===== config.mk =====
export PLATFORM = sky130hd
export DESIGN_NAME = subneg_control
export DESIGN_NICKNAME = d
export VERILOG_FILES = /design/src/rtl/subneg_control.sv
export SDC_FILE = /design/constraint.sdc
export NUM_CORES = 1
export LEC_CHECK = 0
export BUFFER_PORTS_ARGS = -buffer_cell sky130_fd_sc_hd__buf_4
export CAP_MARGIN = 20
export CORE_ASPECT_RATIO = 2
export CORE_MARGIN = 5
export CORE_UTILIZATION = 55
export DETAILED_ROUTE_END_ITERATION = 8
export PLACE_DENSITY_LB_ADDON = 0.1
export SYNTH_ARGS = -nofsm -noshare
export SYNTH_HDL_FRONTEND = slang
export SYNTH_SLANG_ARGS = --single-unit
export TNS_END_PERCENT = 20

===== constraint.sdc =====
create_clock -name clock -period 2.55 [get_ports clock]
set_input_delay 0.51 -clock clock [delete_from_list [all_inputs] [get_ports clock]]
set_output_delay 0.51 -clock clock [all_outputs]
set_load 0.01 [all_outputs]

===== src/rtl/subneg_control.sv =====
// subneg_control
// ----------------
// Sequencer for a SUBNEG one-instruction processor. Each instruction is
// three words (A, B, C) in a shared synchronous-read memory. The sequencer
// fetches A, B and C, reads mem[A] and mem[B], and hands them to an
// external combinational subtractor. It then writes the difference back to
// mem[B] and branches to C when the result is negative, otherwise it
// advances to PC+3. An instruction whose next PC equals its own PC halts
// the machine after its write-back.
//
// Ports
//   clock        : rising-edge clock
//   reset_n      : asynchronous active-low reset
//   start        : begin execution at START_ADDR (only honoured in IDLE)
//   mem_addr     : memory address (read data returns one cycle later)
//   mem_rdata    : memory read data
//   mem_wdata    : memory write data
//   mem_we       : memory write enable (single-cycle pulse in WB)
//   sub_in1      : subtrahend mem[A] to the subtractor
//   sub_in2      : minuend mem[B] to the subtractor
//   sub_out      : subtractor result in2 - in1
//   sub_neg      : sign bit of sub_out
//   pc           : current program counter
//   busy         : executing (between accepted start and halt)
//   halted       : sticky halt flag, cleared only by reset
//   instr_count  : completed instructions, wraps
module subneg_control #(
  parameter int WIDTH      = 8,
  parameter int START_ADDR = 0,
  parameter int CNT_WIDTH  = 16
) (
  input  logic                 clock,
  input  logic                 reset_n,
  input  logic                 start,
  output logic [WIDTH-1:0]     mem_addr,
  input  logic [WIDTH-1:0]     mem_rdata,
  output logic [WIDTH-1:0]     mem_wdata,
  output logic                 mem_we,
  output logic [WIDTH-1:0]     sub_in1,
  output logic [WIDTH-1:0]     sub_in2,
  input  logic [WIDTH-1:0]     sub_out,
  input  logic                 sub_neg,
  output logic [WIDTH-1:0]     pc,
  output logic                 busy,
  output logic                 halted,
  output logic [CNT_WIDTH-1:0] instr_count
);

  typedef enum logic [3:0] {
    IDLE, FA, FB, FC, RA, RB, EX, WB, HALT
  } state_t;

  state_t               state_q, state_d;
  logic [WIDTH-1:0]     pc_q, pc_d;
  logic [CNT_WIDTH-1:0] cnt_q, cnt_d;
  logic [WIDTH-1:0]     a_ptr_q, a_ptr_d;
  logic [WIDTH-1:0]     b_ptr_q, b_ptr_d;
  logic [WIDTH-1:0]     c_ptr_q, c_ptr_d;
  logic [WIDTH-1:0]     op_a_q, op_a_d;
  logic [WIDTH-1:0]     op_b_q, op_b_d;
  // Last address / write data driven; presented whenever the current state
  // does not drive a new value, so both hold in IDLE, EX and HALT.
  logic [WIDTH-1:0]     addr_q, addr_d;
  logic [WIDTH-1:0]     wdata_q, wdata_d;
  logic [WIDTH-1:0]     next_pc;

  always_comb begin
    state_d   = state_q;
    pc_d      = pc_q;
    cnt_d     = cnt_q;
    a_ptr_d   = a_ptr_q;
    b_ptr_d   = b_ptr_q;
    c_ptr_d   = c_ptr_q;
    op_a_d    = op_a_q;
    op_b_d    = op_b_q;
    mem_addr  = addr_q;
    mem_wdata = wdata_q;
    mem_we    = 1'b0;
    // Taken branch goes to C; address arithmetic wraps at WIDTH bits.
    next_pc   = sub_neg ? c_ptr_q : pc_q + WIDTH'(3);

    unique case (state_q)
      IDLE: begin
        if (start) begin
          state_d = FA;
          pc_d    = WIDTH'(START_ADDR);
          cnt_d   = '0;
        end
      end
      FA: begin
        mem_addr = pc_q;
        state_d  = FB;
      end
      FB: begin
        mem_addr = pc_q + WIDTH'(1);
        a_ptr_d  = mem_rdata;
        state_d  = FC;
      end
      FC: begin
        mem_addr = pc_q + WIDTH'(2);
        b_ptr_d  = mem_rdata;
        state_d  = RA;
      end
      RA: begin
        mem_addr = a_ptr_q;
        c_ptr_d  = mem_rdata;
        state_d  = RB;
      end
      RB: begin
        mem_addr = b_ptr_q;
        op_a_d   = mem_rdata;
        state_d  = EX;
      end
      EX: begin
        op_b_d  = mem_rdata;
        state_d = WB;
      end
      WB: begin
        mem_addr  = b_ptr_q;
        mem_wdata = sub_out;
        mem_we    = 1'b1;
        pc_d      = next_pc;
        cnt_d     = cnt_q + CNT_WIDTH'(1);
        // A self-loop can never make progress, so it is the halt idiom.
        state_d   = (next_pc == pc_q) ? HALT : FA;
      end
      HALT: begin
        state_d = HALT;
      end
      default: begin
        state_d = IDLE;
      end
    endcase

    addr_d  = mem_addr;
    wdata_d = mem_wdata;
  end

  always_ff @(posedge clock or negedge reset_n) begin
    if (!reset_n) begin
      state_q <= IDLE;
      pc_q    <= '0;
      cnt_q   <= '0;
      a_ptr_q <= '0;
      b_ptr_q <= '0;
      c_ptr_q <= '0;
      op_a_q  <= '0;
      op_b_q  <= '0;
      addr_q  <= '0;
      wdata_q <= '0;
    end else begin
      state_q <= state_d;
      pc_q    <= pc_d;
      cnt_q   <= cnt_d;
      a_ptr_q <= a_ptr_d;
      b_ptr_q <= b_ptr_d;
      c_ptr_q <= c_ptr_d;
      op_a_q  <= op_a_d;
      op_b_q  <= op_b_d;
      addr_q  <= addr_d;
      wdata_q <= wdata_d;
    end
  end

  assign sub_in1     = op_a_q;
  assign sub_in2     = op_b_q;
  assign pc          = pc_q;
  assign instr_count = cnt_q;
  assign busy        = (state_q != IDLE) && (state_q != HALT);
  assign halted      = (state_q == HALT);

endmodule


# Word-level counts from Yosys, hierarchy flattened
# Index checks and enable logic that the tools add are counted.
# totals
regBits	84
input_bits	20
out_inout_bits	59
elab_cells	42
# op_classes
addsub	4
n_eq_ne	11
muxes	11
n_reduce_logical	6
# op_table
operator	count
one-hot mux 8 bit (5 select lines)	1
one-hot mux 4 bit (9 select lines)	1
one-hot mux 16 bit (2 select lines)	1
two-way mux 8 bit	3
adder 16 x 1 -> 16 bit, second input constant	1
adder 8 x 2 -> 8 bit, second input constant	2
== test 4 x 3 -> 1 bit, second input constant	4
two-way mux 16 bit	1
one-hot mux 8 bit (2 select lines)	1
adder 8 x 1 -> 8 bit, second input constant	1
== test 4 x 2 -> 1 bit, second input constant	2
== test 8 bit	1
two-way mux 4 bit	2
== test 4 x 1 -> 1 bit, second input constant	1
== test 4 bit, second input constant	1
logical NOT 4 bit	1
!= test 4 bit, second input constant	1
nonzero test 4 bit	1
!= test 2 bit, second input constant	1
AND reduction 2 bit	1
nonzero test 2 bit	1
OR reduction 2 bit	1
logical AND 1 bit	1
two-way mux 1 bit	1

# Logic depth before layout (Yosys ltp)
# depth
depth_word	5
depth_mapped	7
depth_no_buf	6

# Worst setup path before layout
# Ideal clock, no wire load.
# synth_timing
path_type	register to output
start	register pc_q[1] (netlist: pc[1])
end	output port mem_addr[7]
arrival_time_ns	1.787
t_required_ns	2.040
slack_ns	0.253
stages_incl_launch_ff	6
n_path_buf	0
cell_sequence	dfrtp_1 > ha_1 > o2111ai_1 > or3_1 > a2111o_1 > o211ai_1
# synth_via
elab_chain_cells	2
word_cells_on_any_way	3
classes_between	2 x add/sub; 1 x mux
# synth_lines
element	line_no	rtl
start, declared	54	logic [WIDTH-1:0] pc_q, pc_d;
start signal, assigned	153	pc_q <= pc_d;
adder 8 x 2 -> 8 bit or adder 8 x 1 -> 8 bit (tied branches)	100, 95	
one-hot mux 8 bit (5 select lines) *	82	unique case (state_q)
end, declared	35	output logic [WIDTH-1:0] mem_addr,
# Every way passes the cells marked *; elsewhere a longest branch is shown, timed or not.

# Final worst setup path
# Ends and elaborated chain as after synthesis.

==> flow_summary.ini <==
[yosys]
synth_largest_area_cell = sky130_fd_sc_hd__dfrtp_1
top_cells_by_area_in_the_synthesized_netlist = sky130_fd_sc_hd__dfrtp_1 (51%), sky130_fd_sc_hd__mux2_2 (11%), sky130_fd_sc_hd__nand2_1 (5.3%)
synthDistinctLibCells = 58
synth_async_sr_flop_share_pct = 100.0
yosys.area.top_type_share_pct = 50.69
seq_area_frac_synth_pct = 50.69
synth_cells = 384
mappedNetlistNets = 409
synth.avg_cell_area_um2 = 10.80
synth_top_flop_cell = sky130_fd_sc_hd__dfrtp_1
synth.ff_latch_count = 84
synth_edf_count = 0
synth_warnings = 0
synth.cell_area_um2 = 4146

[pwr]
p_per_area_nw_per_um2 = 1372
peakVddDrop_mv = 0.9250
share_seq_of_total_power_pct = 33.8
p_sw_mw = 2.815
combPwrFrac_pct = 48.9
clock_power_share_pct = 17.3
internal_power_mw = 4.538
leakage_nw = 2.457
p_sw_share_pct = 38.28

[critical_path]
timing.rr.end = pc[6]
critical_path.cell_chain = ha_4, o2111ai_4, or3_1, a2111o_1, o211ai_1, buf_4
critPathCaptureType = output port
crit_path_max_incr_delay_ns = 0.42
cp_data_required_time_ns = 2.04
critical_path.slowest_cell = sky130_fd_sc_hd__dfrtp_1
critical_path.max_fanout = 3
worst_ep_arrival_time_ns = 2.10
start_kind = flip-flop
rr_worst_depth = 5
worstSetupPathType = reg -> out
regToRegSetupSlack_ns = 0.38
critical_path.reg2reg.startpoint = state_q[2]

[timing]
worst_slew_pin_tran_ns = 0.5368
report.final.slew_viol_count = 0
timing.clock.skew_ns = 0.006020
final-setup-viol-count = 3
maxClockFrequency_ghz = 0.3835
final_critical_period_ns = 2.607
final_report_hold_violation_count = 0
grt_setup_unrepaired = yes
timing.final.ws_setup_ns = -0.05731
maxSlewHeadroom_pct = 64.22
post-route-period-util_pct = 102.2

[finish]
area.sequential_um2 = 2106
antenna_cells_inserted = 0
multi_input_area_um2 = 1982
drive_gt1_share_pct = 38.88
finish.instance_area_um2 = 5360
nets = 502
area_growth_pct = 29.27
instances_no_fill = 573
num-fill-cells = 550

[routing]
average_via_count_per_standard_cell = 5.846
num_vias = 3350
detail_route.iter0.violations = 252
drt.antenna.violating_nets = 0
wire_per_inst_um = 18.43
firstDrtPassIters = 4
route.detailed.drc = 0
route.final.wire_length_mm = 10.56

[global_route]
grt_pass1_wl_mm = 17.66
grt_antenna_before_repair = 0
via_count_of_the_first_global_routing_pass = 3538
overflow = 0
grt_max_degree = 46
grt_util_all_layers_pct = 23.61

[floorplanning]
die_h_um = 132.8
core_region_area_um2 = 7322
start_util_pct = 56.63
number_of_top_level_pins = 79
die_w_um = 71.40
fp.dieArea_um2 = 9481
num_rows = 44

[place]
placed_insts = 555
hpwlAfterDp_mm = 7.831
routabilityCongestion = 0.8576
dpl_worst_slack_ns = 0.2145
placedInstanceArea_um2 = 4930
buffer_ports.inserted = 78

[clock_network]
clk_pin_slew_worst_paths_ns = 0.06
clkLatencyLatePin_ns = 0.34
ctsRootBufferMaster = sky130_fd_sc_hd__clkbuf_16
cts-root-to-sink-buffers = 2
tritoncts.num_buffers = 9
cts_num_sinks = 84
ctsHtreeMaxLevel = 3
clock_tree_from_tritoncts = done

[status]
outcome = complete, but fails checks
violations = negative setup slack

[flow_run]
max_cap_violations = 0

[min_path]
hold_class = in -> async
-- per-stage QoR --
| stage | utilization (%) | power, mW | hold WS (ns) | setup TNS [ns] |
|---|---|---|---|---|
| 5_1_grt | 73.21 | 7.873 | 0.1818 | -0.3341 |
| 6_report | 73.21 | 7.353 | 0.1515 | -0.09399 |
| 4_1_cts | 72.03 | 7.291 | 0.1627 | -0.09267 |
| 3_3_place_gp | 67.33 | 5.844 | 0.4549 | 0 |
| 3_5_place_dp | 67.33 | 5.944 | 0.4635 | 0 |
| 2_1_floorplan | - | 4.435 | 0.2144 | 0 |
-- Yosys cell counts (all sizes together), types with 6 or more instances --
cell type   n
dfrtp      84
nand2      58
mux2       41
o21ai      19
nor2       15
a21oi      14
buf        12
inv        11
mux2i      11
nand3      11
xnor2      11
clkbuf     10
nor3       10
a22oi       6
nand4       6
-- cell families after synthesis --
kind of cell,Yosys count,share of synthesized area [%]
AND/OR/NAND/NOR,120,14.76
adder cells (fa/ha/maj),5,1.509
buffers and inverters,33,3.772
flip-flops,84,50.69
AO/OA/AOI/OAI,76,12.52
multiplexers,52,13.79
XOR/XNOR,14,2.957
-- routing by layer --
layer  track usage (%)  wire [um]  up-vias
li1                  -          -     1567
met1             26.61       3839     1649
met2             41.85       5814      105
met3             4.252        454       29
met4             11.19        452        0
met5                 0          0        -
-- cell usage in the layout, fill, tap and decap left out, types with 3 or more instances in the layout --
| cell type | synthesis | routed |
|---|---|---|
| sky130_fd_sc_hd__clkinv_2 | 0 | 3 |
| sky130_fd_sc_hd__nor2_2 | 2 | 3 |
| sky130_fd_sc_hd__nand2_1 | 58 | 58 |
| sky130_fd_sc_hd__nand4_1 | 6 | 6 |
| sky130_fd_sc_hd__xor2_1 | 3 | 3 |
| sky130_fd_sc_hd__clkbuf_16 | 0 | 9 |
| sky130_fd_sc_hd__ha_1 | 5 | 3 |
| sky130_fd_sc_hd__and3_1 | 4 | 4 |
| sky130_fd_sc_hd__xnor2_1 | 11 | 11 |
| sky130_fd_sc_hd__o31ai_1 | 5 | 4 |
| sky130_fd_sc_hd__a21oi_1 | 13 | 13 |
| sky130_fd_sc_hd__buf_4 | 3 | 99 |
| sky130_fd_sc_hd__a221oi_1 | 4 | 3 |
| sky130_fd_sc_hd__nor3_1 | 7 | 7 |
| sky130_fd_sc_hd__a22o_1 | 5 | 5 |
| sky130_fd_sc_hd__a21o_1 | 5 | 5 |
| sky130_fd_sc_hd__o21ai_0 | 10 | 9 |
| sky130_fd_sc_hd__dfrtp_1 | 84 | 81 |
| sky130_fd_sc_hd__mux2_2 | 41 | 41 |
| sky130_fd_sc_hd__o21ai_1 | 8 | 9 |
| sky130_fd_sc_hd__a22oi_1 | 6 | 6 |
| sky130_fd_sc_hd__dfrtp_2 | 0 | 3 |
| sky130_fd_sc_hd__mux2i_1 | 11 | 11 |
| sky130_fd_sc_hd__nand3_1 | 11 | 10 |
| sky130_fd_sc_hd__inv_1 | 10 | 9 |
| sky130_fd_sc_hd__nor2_1 | 13 | 12 |
-- flip-flops by register name (all words and copies together), names as in the netlist --
signal	cells
a_ptr_q	8
addr_q	8
b_ptr_q	8
c_ptr_q	8
instr_count	16
pc	8
state_q	4
sub_in1	8
sub_in2	8
wdata_q	8
-- power groups by stage --
stage               clock network [mW]  registers (mW)  logic, mW
floorplan                            0            2.42       2.02
global placement                     0            2.44       3.41
detailed placement                   0            2.46       3.48
CTS                               1.30            2.47       3.52
global route                      1.35            2.58       3.94
finish                            1.27            2.49       3.59
-- critical path, delay by kind of cell, from the launching register on --
| family | cells | cell delay (ns) |
|---|---|---|
| simple gates | 1 | 0.38 |
| fa+ha+maj | 1 | 0.18 |
| compound gates | 3 | 0.62 |
| flops | 1 | 0.42 |
| buf+inv | 1 | 0.16 |
-- how the worst max path moves through the flow --
stage	cells after the start	endpoint	from	slack [ns]
after floorplan	5	mem_addr[7]	pc[1]	0.25
after global placement	6	mem_addr[7]	pc[1]	0.24
after detailed placement	6	mem_addr[7]	pc[1]	0.21
after CTS	7	mem_addr[4]	pc[1]	-0.05
after global routing	6	mem_addr[7]	pc[1]	-0.14
final	6	mem_addr[7]	pc[1]	-0.06
-- cell type report --
class	count	share of cell area [%]
Sequential cell	84	39.29
Multi-Input combinational cell	267	36.97
Timing Repair Buffer	104	15.31
Clock buffer	10	4.458
Tap cell	92	2.148
Clock inverter	5	0.9804
Inverter	11	0.8403
-- what timing repair did --
action                     in CTS  in global routing
hold buffers                    0                  0
buffers inserted                1                  2
gates resized for setup         9                 15
setup endpoints to repair      14                  8
pin swaps                       4                  6
gates cloned                    0                  0
Power figures use the tool's default switching activity.
